### src/rtl/fifo_prog.sv
// Single-clock FIFO with runtime almost-full/almost-empty thresholds, a fill count,
// sticky overflow/underflow flags and an optional first-word-fall-through read port.
module fifo_prog #(
  parameter int unsigned DATA_WIDTH = 8,
  parameter int unsigned DEPTH      = 16,
  parameter int unsigned FWFT       = 0,
  localparam int unsigned AW        = $clog2(DEPTH)
) (
  input  logic                  clk,
  input  logic                  rst_n,
  input  logic                  wr_en,
  input  logic [DATA_WIDTH-1:0] din,
  input  logic                  rd_en,
  output logic [DATA_WIDTH-1:0] dout,
  input  logic [AW:0]           af_thresh,
  input  logic [AW:0]           ae_thresh,
  input  logic                  clr_err,
  output logic [AW:0]           count,
  output logic                  full,
  output logic                  empty,
  output logic                  almost_full,
  output logic                  almost_empty,
  output logic                  overflow,
  output logic                  underflow
);

  logic [DATA_WIDTH-1:0] mem [DEPTH];
  logic [AW-1:0]         wr_ptr;
  logic [AW-1:0]         rd_ptr;
  logic                  wr_acc;
  logic                  rd_acc;

  // Acceptance looks only at registered state, so a full FIFO refuses writes even during a read
  assign full         = (count == (AW+1)'(DEPTH));
  assign empty        = (count == '0);
  assign almost_full  = (count >= af_thresh);
  assign almost_empty = (count <= ae_thresh);
  assign wr_acc       = wr_en & ~full;
  assign rd_acc       = rd_en & ~empty;

  // Storage is deliberately left without reset
  always_ff @(posedge clk) begin
    if (wr_acc) begin
      mem[wr_ptr] <= din;
    end
  end

  always_ff @(posedge clk or negedge rst_n) begin
    if (!rst_n) begin
      wr_ptr    <= '0;
      rd_ptr    <= '0;
      count     <= '0;
      overflow  <= 1'b0;
      underflow <= 1'b0;
    end else begin
      if (wr_acc) begin
        wr_ptr <= wr_ptr + AW'(1);
      end
      if (rd_acc) begin
        rd_ptr <= rd_ptr + AW'(1);
      end
      case ({wr_acc, rd_acc})
        2'b10:   count <= count + (AW+1)'(1);
        2'b01:   count <= count - (AW+1)'(1);
        default: count <= count;
      endcase
      // A new error in the clearing cycle wins over the clear
      overflow  <= (overflow & ~clr_err) | (wr_en & full);
      underflow <= (underflow & ~clr_err) | (rd_en & empty);
    end
  end

  generate
    if (FWFT != 0) begin : g_fwft
      assign dout = empty ? '0 : mem[rd_ptr];
    end else begin : g_std
      always_ff @(posedge clk or negedge rst_n) begin
        if (!rst_n) begin
          dout <= '0;
        end else if (rd_acc) begin
          dout <= mem[rd_ptr];
        end
      end
    end
  endgenerate

endmodule
### config.mk
export PLATFORM = sky130hd
export DESIGN_NAME = fifo_prog
export DESIGN_NICKNAME = d
export VERILOG_FILES = /design/src/rtl/fifo_prog.sv
export SDC_FILE = /design/constraint.sdc
export NUM_CORES = 1
export LEC_CHECK = 0
export ABC_AREA = 1
export BUFFER_PORTS_ARGS = -buffer_cell sky130_fd_sc_hd__buf_2
export CAP_MARGIN = 20
export CORE_ASPECT_RATIO = 0.6
export CORE_MARGIN = 1.5
export CORE_UTILIZATION = 30
export CTS_CLUSTER_DIAMETER = 150
export DETAILED_ROUTE_END_ITERATION = 6
export PLACE_DENSITY = 0.5
export REMOVE_ABC_BUFFERS = 1
export SLEW_MARGIN = 20
export SYNTH_ARGS = -nofsm -noshare
export SYNTH_HDL_FRONTEND = slang
export SYNTH_SLANG_ARGS = --single-unit
### constraint.sdc
create_clock -name clk -period 2.3 [get_ports clk]
set_clock_uncertainty 0.05 [all_clocks]
set_input_delay 0.23 -clock clk [delete_from_list [all_inputs] [get_ports clk]]
set_output_delay 0.23 -clock clk [all_outputs]
set_load 0.005 [all_outputs]
=== Word level (Yosys, flattened, before mapping) ===
Memories as Yosys holds them, arrays and structs flattened. A register that Yosys moved wholly into a read port is not among the register bits.
Cells that the tools add are included.

* Bits in registers: 15
* Input port bits: 23
* Memories kept: 1
* Memory bits (writable): 128

{| class="wikitable"
|+ Memory list
! memory !! depth !! bits a word !! read ports !! clocked after Yosys merged registers in !! wr ports !! line !! text
|-
| mem || 16 || 8 || 1 || 1 || 1 || 27 || <nowiki>logic [DATA_WIDTH-1:0] mem [DEPTH];</nowiki>
|}

* Bitwise logic cells: 11
* Reductions and logical operators: 3
* Equal/unequal tests: 3
* Muxes and demuxes: 3
* Order comparisons: 2
* $add $sub $neg: 4

{| class="wikitable"
|+ Operators by type and width
! cell !! count
|-
| $pmux W5 S2 || 1
|-
| $add A4 B1 Y4 const B || 2
|-
| $and A1 B1 Y1 || 6
|-
| $add A5 B1 Y5 const B || 1
|-
| $eq A5 B5 Y1 const B || 1
|-
| $ge A5 B5 Y1 || 1
|-
| $le A5 B5 Y1 || 1
|-
| $logic_not A5 Y1 || 1
|-
| $sub A5 B1 Y5 const B || 1
|-
| $not A1 Y1 || 3
|-
| $eq A2 B1 Y1 const B || 1
|-
| $eq A2 B2 Y1 const B || 1
|-
| $mux W1 || 2
|-
| $or A1 B1 Y1 || 2
|-
| $reduce_bool A2 Y1 || 1
|-
| $logic_not A1 Y1 || 1
|}

=== Depth between registers and ports, before layout ===
Gate-level depths: netlist of run 1.

* Word-level depth: 5
* Depth in mapped cells: 15
* Mapped depth without buffers: 14

=== Worst setup path after synthesis of run 1 ===
Ideal clock, no wire load.

* Path type: reg2reg
* From: reg count[2]
* To: reg count[4]
* Data arrival time: 2247 ps
* Period minus slack after synthesis: 2362 ps
* Stages on the path, launching flop included: 15
* Buffers on the path: 1
* Data required time: 2185 ps
* Slack: -62 ps
* Library setup time: 65 ps
* Path through: dfrtp_1 > nor4_2 > nand2_1 > nand2_1 > buf_2 > ha_1 > xor2_1 > ha_1 > inv_1 > nand2_1 > nand3_1 > nand2_1 > xor2_1 > nand2_1 > nand2_1

* Longest elaborated chain between the ends: 5
* Elaborated cells on any way between the ends: 12

{| class="wikitable"
|+ Ends and longest elaborated chain
! element !! line !! text
|-
| from (decl) || 18 || <nowiki>output logic [AW:0] count,</nowiki>
|-
| from (signal assigned) || 63 || <nowiki>2'b10: count <= count + (AW+1)'(1);</nowiki>
|-
| from (signal assigned) || 64 || <nowiki>2'b01: count <= count - (AW+1)'(1);</nowiki>
|-
| from (signal assigned) || 65 || <nowiki>default: count <= count;</nowiki>
|-
| $eq A5 B5 Y1 / $logic_not A5 Y1 (equally long branches) || 34, 35 ||
|-
| $not A1 Y1, on equally long branches || 38, 39 ||
|-
| $and A1 B1 Y1, on equally long branches || 38, 39 ||
|-
| $eq A2 B1 Y1 / $eq A2 B2 Y1 (equally long branches) || 62 || <nowiki>case ({wr_acc, rd_acc})</nowiki>
|-
| $pmux W5 S2 / $reduce_bool A2 Y1 (equally long branches) || -- ||
|}

Parallel ways exist; a longest one is shown, timed or not.
A chain may end at the register's enable or synchronous reset.

=== Worst setup path in the final report of run 1 ===
* From: reg count[4]
* To: mem mem[6][6] (enable)

* Longest elaborated chain between the ends: 5

{| class="wikitable"
|+ Ends and longest elaborated chain
! element !! line !! text
|-
| $eq A5 B5 Y1 || 34 || <nowiki>assign full = (count == (AW+1)'(DEPTH));</nowiki>
|-
| $not A1 Y1 || 38 || <nowiki>assign wr_acc = wr_en & ~full;</nowiki>
|-
| $and A1 B1 Y1 || 38 ||
|-
| $mux W1 || 43 || <nowiki>if (wr_acc) begin</nowiki>
|-
| $mux W1 (implied by the code) || 44 || <nowiki>mem[wr_ptr] <= din;</nowiki>
|-
| to (decl) || 27 ||
|}

No other way between the ends.

==> results of run 1 <==
-- report_power, final --
| part | internal [mW] | switching [mW] | leakage, nW |
|---|---|---|---|
| clock network | 1.72 | 1.16 | 0.294 |
| logic | 1.25 | 2.39 | 2.09 |
| registers | 3.36 | 0.191 | 1.44 |
| total | 6.33 | 3.74 | 3.82 |
-- cell families after synthesis --
| family | count (synthesis) |
|---|---|
| AOI/OAI and AO/OA | 17 |
| and+or+nand+nor | 364 |
| xor gates and xnor gates | 8 |
| adders and majority gates | 19 |
| DFF | 151 |
| buffers and inverters | 162 |
-- registers in the layout, summed over array words and instances, names as in the netlist --
register   cells
overflow       1
mem          128
underflow      1
rd_ptr         4
dout           8
count          5
wr_ptr         4
-- cell usage after synthesis --
cell type | number | area (µm²)
clkbuf_1 | 2 | 7.510
nand2_1 | 242 | 908.4
a21oi_1 | 5 | 25.02
xnor2_1 | 3 | 26.28
buf_2 | 16 | 80.08
xor2_1 | 5 | 43.79
ha_1 | 19 | 237.7
o21ai_0 | 7 | 35.03
nor4_2 | 1 | 12.51
nand3_1 | 102 | 510.5
o21bai_1 | 1 | 7.510
inv_2 | 2 | 7.510
o21a_1 | 1 | 7.510
inv_1 | 130 | 488.0
nor3_1 | 16 | 80.08
o221ai_1 | 1 | 8.760
edfxtp_1 | 128 | 3844
buf_4 | 8 | 60.06
nand4_1 | 2 | 12.51
dfrtp_1 | 23 | 575.6
nand2_2 | 1 | 6.260
clkinv_1 | 1 | 3.750
buf_1 | 2 | 7.510
a21boi_0 | 1 | 7.510
buf_6 | 1 | 11.26
o311ai_0 | 1 | 8.760
-- per-layer routing --
metal / track usage, % / vias up
met3: 2.981 / 12
met5: 0 / -
met4: 3.900 / 0
met1: 22.12 / 2276
met2: 20.59 / 92
li1: - / 2447
-- cell usage in the layout (no fill, tap or decap), drive strengths merged --
cell	count
a21boi	1
a21oi	5
buf	75
bufinv	3
clkbuf	18
clkinv	8
clkinvlp	1
dfrtp	23
dlygate4sd3	2
edfxtp	128
ha	19
inv	135
nand2	243
nand3	102
nand4	2
nor3	16
nor4	1
o21a	1
o21ai	7
o21bai	1
o221ai	1
o311ai	1
xnor2	3
xor2	5
-- path summary, 6_finish.rpt --
kind                                  end     start
worst max-delay path            mem[6][6]  count[4]
worst min-delay path            underflow     rd_en
worst max register to register  mem[6][6]  count[4]
worst min register to register    dout[0]   dout[0]
max in group asynchronous       rd_ptr[0]     rst_n
min in group asynchronous         dout[6]     rst_n
-- worst register-to-register path: stages (launching register included) --
cell	delay [ns]
dfrtp_1	0.49
nand2_1	0.15
nand2_2	0.09
buf_6	0.18
nor3_1	0.68
buf_4	0.28
-- area by class of cell --
class	instances	area [µm²]	area share, %
Clock buffer	18	429.2	5.106
Clock inverter	14	175.2	2.084
Inverter	133	499.2	5.940
Multi-Input combinational cell	408	1964	23.37
Sequential cell	151	4420	52.60
Tap cell	315	394.1	4.690
Timing Repair Buffer	77	521.8	6.208
-- stage by stage --
step                      util, %  hold slack (ns)
final                       36.50          0.03246
after global routing        36.50          0.03918
after CTS                   36.33          0.01403
after detailed placement    33.62           0.1987
after global placement      33.62           0.2089
after floorplan                 -          -0.1156
-- timing repair --
item	CTS	global route
setup buffers	0	1
pin swaps	1	2
resized for setup	0	8
setup endpoints to repair	1	9
hold endpoints to repair	25	0
hold buffers	2	0
==> qor.yml, run 1 <==
dieArea_um2: 24370
clock-sinks: 151
crit_fanout: 23
max_cap_viol_count: 0
ant_nets: 0
crit_required_ns: 2.38
synth_simple_gate_area_share_pct: 21.79
regToRegSetupSlack_ns: 0.10
die_x_um: 200.5
yosys_warnings: 0
grt_use_total_pct: 14.48
ys_ff_latch: 151
min_period_ns: 2.200
drc: 0
crit_path_start_kind: "flop"
synth_cell_types: 26
p_per_area_nw_per_um2: 1198
yosysSeqAreaShare_pct: 62.93
timing.fmax_ghz: 0.4546
htree_levels: 4
syn_area_um2: 7023
grt_max_degree: 48
relSlewSlack_pct: 42.57
grt-ovfl-total: 0
cp_slowest_stage_delay_ns: 0.67
cp.depth: 5
fp-row-count: 43
core_area_um2: 23030
reg2reg_depth: 5
syn_to_final_growth_pct: 19.67
cpLargestDelayFamily: "simple AND/OR/NAND/NOR gates"
power_mw: 10.07
topRoutingLayerUsed: "met4"
synth_mux_area_share_pct: 0
peakVddDrop_uv: 551.1
rsz0062_at_grt: "yes"
synthXorXnorAreaFrac_pct: 0.9977
first_global_vias: 4559
end_kind: "flop"
hp-class: "in2reg"
synth_fa_ha_area_share_pct: 3.385
start_util_pct: 30.50
cts_buffers: 17
drive_above_1_share_pct: 14.23
clkSlewWorstSetupHoldPaths_ns: 0.06
placedCellCount: 1081
final_area_um2: 8404
wl_met2_um: 6918
place_ws_ns: 0.01394
cts_tree: "built"
synth_compound_area_share_pct: 1.425
cellLeakagePower_nw: 3.823
antenna_found_initial: 0
fin_cells: 1116
dr.pass1.iters: 4
wl_met3_um: 859
cpMaxStageDelayCell: "nor3_1"
syn_area_per_cell_um2: 9.741
finalCritPeriodShare_pct: 95.64
cp.arrival_ns: 2.28
synth_top_family_by_area: "simple AND/OR/NAND/NOR gates"
cts_buffer_depth: 2
slew_violations: 0
final_nets: 830
insertion_delay_ns: 0.42
wl_um: 16790
hold_depth: 3
grt_pass1_wl_um: 26370
crit_chain: "nand2_1 -> nand2_2 -> buf_6 -> nor3_1 -> buf_4"
antenna_cells: 0
hold_viol: 0
nFillCells: 2402
portBuffers: 41
drt-initial-drc-count: 318
worst_slack_ns: 0.1003
place_area_um2: 7742
vias: 4827
die_height_um: 121.5
io_pins: 42
critical_path_class: "reg2reg"
fin_tns_setup_ns: 0
tightestPinTransition_ns: 0.8549
synth_cells: 721
setup_viol: 0
wire_per_inst_um: 15.05
status: "complete, no violations"
hpwl_um: 11030
cts-root-buf: "clkbuf_16"
wl_met1_um: 8904
vias_per_cell: 4.325
critPathBufInv: 2
gp_congestion: 0.7363
No activity file was read; power rests on OpenSTA's default activity.
==> run 2, diff against run 1 <==
--- a/config.mk
+++ b/config.mk
@@ -5,7 +5,6 @@
 export SDC_FILE = /design/constraint.sdc
 export NUM_CORES = 1
 export LEC_CHECK = 0
-export ABC_AREA = 1
 export BUFFER_PORTS_ARGS = -buffer_cell sky130_fd_sc_hd__buf_2
 export CAP_MARGIN = 20
 export CORE_ASPECT_RATIO = 0.6
==> run 2 against run 1 <==
Compared with the run above: the run now ends with setup timing left; cell count shrank 36%; via count fell by 30%; fmax is 16% lower; cell area down 6.3%; global-route usage down 0.63 points; wire length shrank 16%; synthesized cell count down 51%; clock-buffer cell count increased by 2; hold slack better by 0.11 ns; utilization rose by 2.2 points; critical endpoint is now count[4]; largest power group is now sequential cells; highest routed layer unchanged.
==> qor.yml, run 2 <==
cp-startpoint: "count[0]"
ys.flop_type: "edfxtp_1"
largest_reg_flops: 128
nFillCells: 1839
place_ws_ns: -0.4065
syn_area_um2: 6350
htree_levels: 4
die_x_um: 190.8
slew_violations: 0
violations: "setup timing"
synthArstFlopShare_pct: 15.23
end_kind: "flop"
drc: 0
portBuffers: 41
antenna_found_initial: 0
top_register: "mem"
grt_use_total_pct: 13.85
drive_above_1_share_pct: 40.18
relSlewSlack_pct: 40.79
crit_path_start_kind: "flop"
yosys_warnings: 0
fin_cells: 716
synthTopCellsByArea: "edfxtp_1 61%, dfrtp_1 9.1%, mux4_2 8.2%, ha_1 3.7%, mux4_1 3.7%"
vias_per_cell: 4.707
placedCellCount: 671
rsz0062_at_grt: "yes"
status: "complete, but fails checks"
hp-class: "in2reg"
cts_buffers: 17
wire_per_inst_um: 19.78
drt-initial-drc-count: 279
r2r-start: "count[0]"
hold_viol: 0
fp-row-count: 40
crit_fanout: 3
timing.fmax_ghz: 0.3812
worst_slack_ns: -0.3233
yosysTopAreaCell: "edfxtp_1"
io_pins: 42
start_util_pct: 31.17
p_per_area_nw_per_um2: 1244
critical_path_class: "reg2reg"
grt_max_degree: 34
gp_congestion: 0.7467
cts-root-buf: "clkbuf_16"
finalCritPeriodShare_pct: 114.1
core_area_um2: 20370
synth_cell_types: 36
met1_usage_pct: 21.11
power_mw: 9.795
dr.pass1.iters: 4
cp.arrival_ns: 2.89
hpwl_um: 9254
clock-sinks: 151
hold_ws_ns: 0.1474
min_period_ns: 2.623
cts_tree: "built"
ys_ff_latch: 151
synth_top_area_share_pct: 60.53
final_nets: 472
yosysSeqAreaShare_pct: 69.60
grt_util_met3_pct: 3.695
fin_tns_setup_ns: -0.4972
die_height_um: 115.7
holdCritStartpoint: "din[2]"
synth_cells: 351
ant_nets: 0
setup_viol: 4
grt_pass1_wl_um: 21360
final_cell_mix: "128 x edfxtp_1, 41 x buf_2, 28 x buf_4, 23 x mux4_2, 21 x dfrtp_1"
top_usage_layer: "met1"
dieArea_um2: 22080
tightestPinTransition_ns: 0.8849
synth_common_cells: "128 x edfxtp_1, 23 x dfrtp_1, 23 x mux4_2"
syn_area_per_cell_um2: 18.09
cellLeakagePower_nw: 2.817
max_cap_viol_count: 0
grt-ovfl-total: 0
antenna_cells: 0
synth.most_common_cell: "edfxtp_1"
peakVddDrop_uv: 600.5
cts_buffer_depth: 2
layout_commonest_cell: "edfxtp_1"
crit_required_ns: 2.57
synth-edff-count: 128
clkSlewWorstSetupHoldPaths_ns: 0.07
top_regs: "mem x128, dout x8, count x5"
wl_um: 14170
insertion_delay_ns: 0.43
vias: 3370
syn_to_final_growth_pct: 24.02
grt_use_met2_pct: 18.94
first_global_vias: 3491
[run 2: changes by cell type after synthesis, sizes merged, moves of 11 or more]
| cell | change |
|---|---|
| mux4 | +32 |
| nand2 | -231 |
| buf | -11 |
| nand3 | -102 |
| o22ai | +18 |
| nor2 | +15 |
| inv | -116 |
[run 2: power breakdown]
group	internal (mW)	leakage, nW	switching (mW)
registers	3.41	1.42	0.270
logic	1.61	1.09	1.59
clock network	1.77	0.307	1.15
total	6.79	2.82	3.01
[run 2: stage by stage]
stage | util (%) | cell area [µm²]
after floorplan | - | 6215
after global placement | 34.24 | 6975
after detailed placement | 34.24 | 6975
after CTS | 37.86 | 7712
after global routing | 38.66 | 7875
final | 38.66 | 7875
[run 2: path summary, 6_finish.rpt]
| kind | slack, ns | end | depth (start not counted) |
|---|---|---|---|
| max in group asynchronous | 1.41 | rd_ptr[0] | 2 |
| worst min-delay path | 0.15 | mem[9][2] | 1 |
| min in group asynchronous | 0.33 | overflow | 2 |
| worst max register to register | -0.32 | count[4] | 10 |
| worst min register to register | 0.49 | underflow | 2 |
| worst max-delay path | -0.32 | count[4] | 10 |
[run 2: timing repair]
action                                  4_1_cts  5_1_grt
hold buffers                                  4        0
pin swaps                                     6       11
resized for setup                            16       31
endpoints found under the setup margin       78       54
hold endpoints to repair                     25        0
gates cloned                                  0        0
buffers inserted                              2        9
[run 2: kinds of logic after synthesis]
logic type	after synthesis	share of synthesized area, %
flip-flops	151	69.60
AND/OR/NAND/NOR	48	4.059
AO/OA/AOI/OAI	44	4.217
multiplexers	42	13.66
buffers and inverters	35	3.074
adder cells (fa/ha/maj)	19	3.744
XOR/XNOR	12	1.655
[run 2: metal layers]
| metal | share of wire, % | routed length, µm |
|---|---|---|
| met1 | 52 | 7343 |
| met2 | 43 | 6038 |
| met3 | 4.8 | 685 |
| met4 | 0.70 | 99 |
| met5 | 0 | 0 |
[run 2: critical path: stages, from the launching register on]
cell	delay, ns
dfrtp_1	0.38
or3_4	0.42
o31a_1	0.30
ha_4	0.18
xor2_1	0.16
ha_2	0.19
o21a_1	0.17
o221a_2	0.25
nor3_1	0.18
nor3_2	0.08
xor2_1	0.16
[run 2: cell type report]
class,count,area [µm²],share of cell area (%)
sequential,151,4422,56.15
multi-input combinational,165,1868,23.72
timing repair buffer,79,553.0,7.023
clock buffer,20,489.2,6.212
tap,273,341.6,4.337
clock inverter,12,138.9,1.764
inverter,16,62.56,0.7944
==> run 3, diff against run 2 <==
--- a/config.mk
+++ b/config.mk
@@ -12,6 +12,7 @@
 export CORE_UTILIZATION = 30
 export CTS_CLUSTER_DIAMETER = 150
 export DETAILED_ROUTE_END_ITERATION = 6
+export MAX_ROUTING_LAYER = met4
 export PLACE_DENSITY = 0.5
 export REMOVE_ABC_BUFFERS = 1
 export SLEW_MARGIN = 20
==> run 3 against run 2 <==
Compared with the run above: the flow still finishes with violations (setup timing); first-iteration DRC count up 6.1%; power is essentially flat; register-to-register slack about the same; hold slack worse by 0.00077 ns; utilization stayed put; clock-buffer cell count did not move; cell area unchanged; global-route usage increased by 0.48 points; clock power about the same; via count fell by 0.27%; flip-flop and latch count is the same.
==> qor.yml, run 3 (synthesis results as in run 2) <==
layout_commonest_cell: "edfxtp_1"
final_cell_mix: "128 x edfxtp_1, 41 x buf_2, 28 x buf_4, 23 x mux4_2, 21 x dfrtp_1"
max_cap_viol_count: 0
place_ws_ns: -0.4065
gp_congestion: 0.7562
grt_pass1_wl_um: 21400
wl_met2_um: 6039
drt-initial-drc-count: 296
dr.pass1.iters: 5
regToRegSetupSlack_ns: -0.32
timing.fmax_ghz: 0.3818
setup_viol: 4
top_register: "mem"
holdCritStartpoint: "din[3]"
die_height_um: 115.7
cts_tree: "built"
grt_use_total_pct: 14.33
fin_cells: 716
clock-sinks: 151
vias: 3361
portBuffers: 41
start_util_pct: 31.17
syn_to_final_growth_pct: 24.02
finalCritPeriodShare_pct: 113.9
clkSlewWorstSetupHoldPaths_ns: 0.07
fin_tns_setup_ns: -0.4823
nFillCells: 1839
crit_fanout: 3
core_area_um2: 20370
peakVddDrop_uv: 599.7
fp-row-count: 40
worst_slack_ns: -0.3193
drc: 0
wl_met1_um: 7232
rr_endpoint: "count[4]"
cts_buffer_depth: 2
relSlewSlack_pct: 39.14
slew_violations: 0
grt-ovfl-total: 0
place_area_um2: 6975
htree_levels: 4
ant_nets: 0
dieArea_um2: 22080
antenna_found_initial: 0
final_nets: 472
multiInputGateArea_um2: 1868
cts_buffers: 17
vias_per_cell: 4.694
p_sw_share_pct: 30.72
cellLeakagePower_nw: 2.817
placedCellCount: 671
cts-root-buf: "clkbuf_16"
reg2reg_depth: 10
critical_path_class: "reg2reg"
violations: "setup timing"
antenna_cells: 0
register_area_um2: 4422
wl_um: 14180
final_area_um2: 7875
hp-class: "in2reg"
hpwl_um: 9254
seqPwrFrac_pct: 37.6
hold_depth: 1
io_pins: 42
drive_above_1_share_pct: 40.18
hold_viol: 0
die_x_um: 190.8
tightestPinTransition_ns: 0.9096
crit_required_ns: 2.57
power.internal_mw: 6.789
p_per_area_nw_per_um2: 1244
insertion_delay_ns: 0.43
min_period_ns: 2.619
min_to: "mem[8][3]"
end_kind: "flop"
topRoutingLayerUsed: "met4"
power_switching_mw: 3.010
utilization_pct: 38.66
crit_path_start_kind: "flop"
first_global_vias: 3480
r2r-start: "count[0]"
grt_max_degree: 34
largest_reg_flops: 128
wl_met3_um: 836
status: "complete, but fails checks"
rsz0062_at_grt: "yes"
share_comb_of_total_power_pct: 32.7
clockPowerShare_pct: 29.7
top_regs: "mem x128, dout x8, count x5"
cp.arrival_ns: 2.89
wire_per_inst_um: 19.81
## run 3: cell counts in the layout (fill, tap and decap cells not counted)
No cell type changed its count.
## run 3: power groups by stage
stage	Clock (mW)	Sequential, mW	Combinational, mW
after floorplan	0	3.90	1.60
after global placement	0	3.71	2.90
after detailed placement	0	3.72	2.95
after CTS	2.96	3.68	3.06
after global routing	3.08	3.72	3.53
final	2.91	3.68	3.21
## run 3: routing by layer
layer	track usage, %	up-vias
met3	3.786	5
met1	21.07	1729
met4	4.462	0
met5	-	-
li1	-	1542
met2	19.01	85
## run 3: timing repair
item,in CTS,in global routing
endpoints found under the setup margin,78,54
pin swaps,6,11
gates resized for setup,16,31
hold buffers,4,0
setup buffers,2,9
endpoints found under the hold margin,25,0
## run 3: per-stage QoR
stage	hold WS [ns]	total power, mW
after global routing	0.1465	10.33
after detailed placement	0.2362	6.674
final	0.1466	9.800
after floorplan	-0.1156	5.499
after global placement	0.2224	6.609
after CTS	0.1328	9.695
## run 3: how the worst max path moves through the flow
| stage | start | to | depth (start not counted) |
|---|---|---|---|
| 2_1_floorplan | count[1] | count[4] | 10 |
| 3_3_place_gp | count[1] | count[4] | 10 |
| 3_5_place_dp | count[1] | count[4] | 10 |
| 4_1_cts | count[0] | count[4] | 12 |
| 5_1_grt | count[0] | count[4] | 10 |
| 6_report | count[0] | count[4] | 10 |
## run 3: layout make-up
type                    instances  share of cell area, %
multi-input cells             165                  23.72
inverters                      16                 0.7944
clock buffers                  20                  6.212
clock inverters                12                  1.764
flip-flops and latches        151                  56.15
repair buffers                 79                  7.023
well taps                     273                  4.337
## run 3: critical path, cell delays in order (launching register included)
cell,delay (ns)
dfrtp_1,0.38
or3_4,0.42
o31a_1,0.30
ha_4,0.18
xor2_1,0.16
ha_2,0.19
o21a_1,0.17
o221a_2,0.25
nor3_1,0.18
nor3_2,0.08
xor2_1,0.16
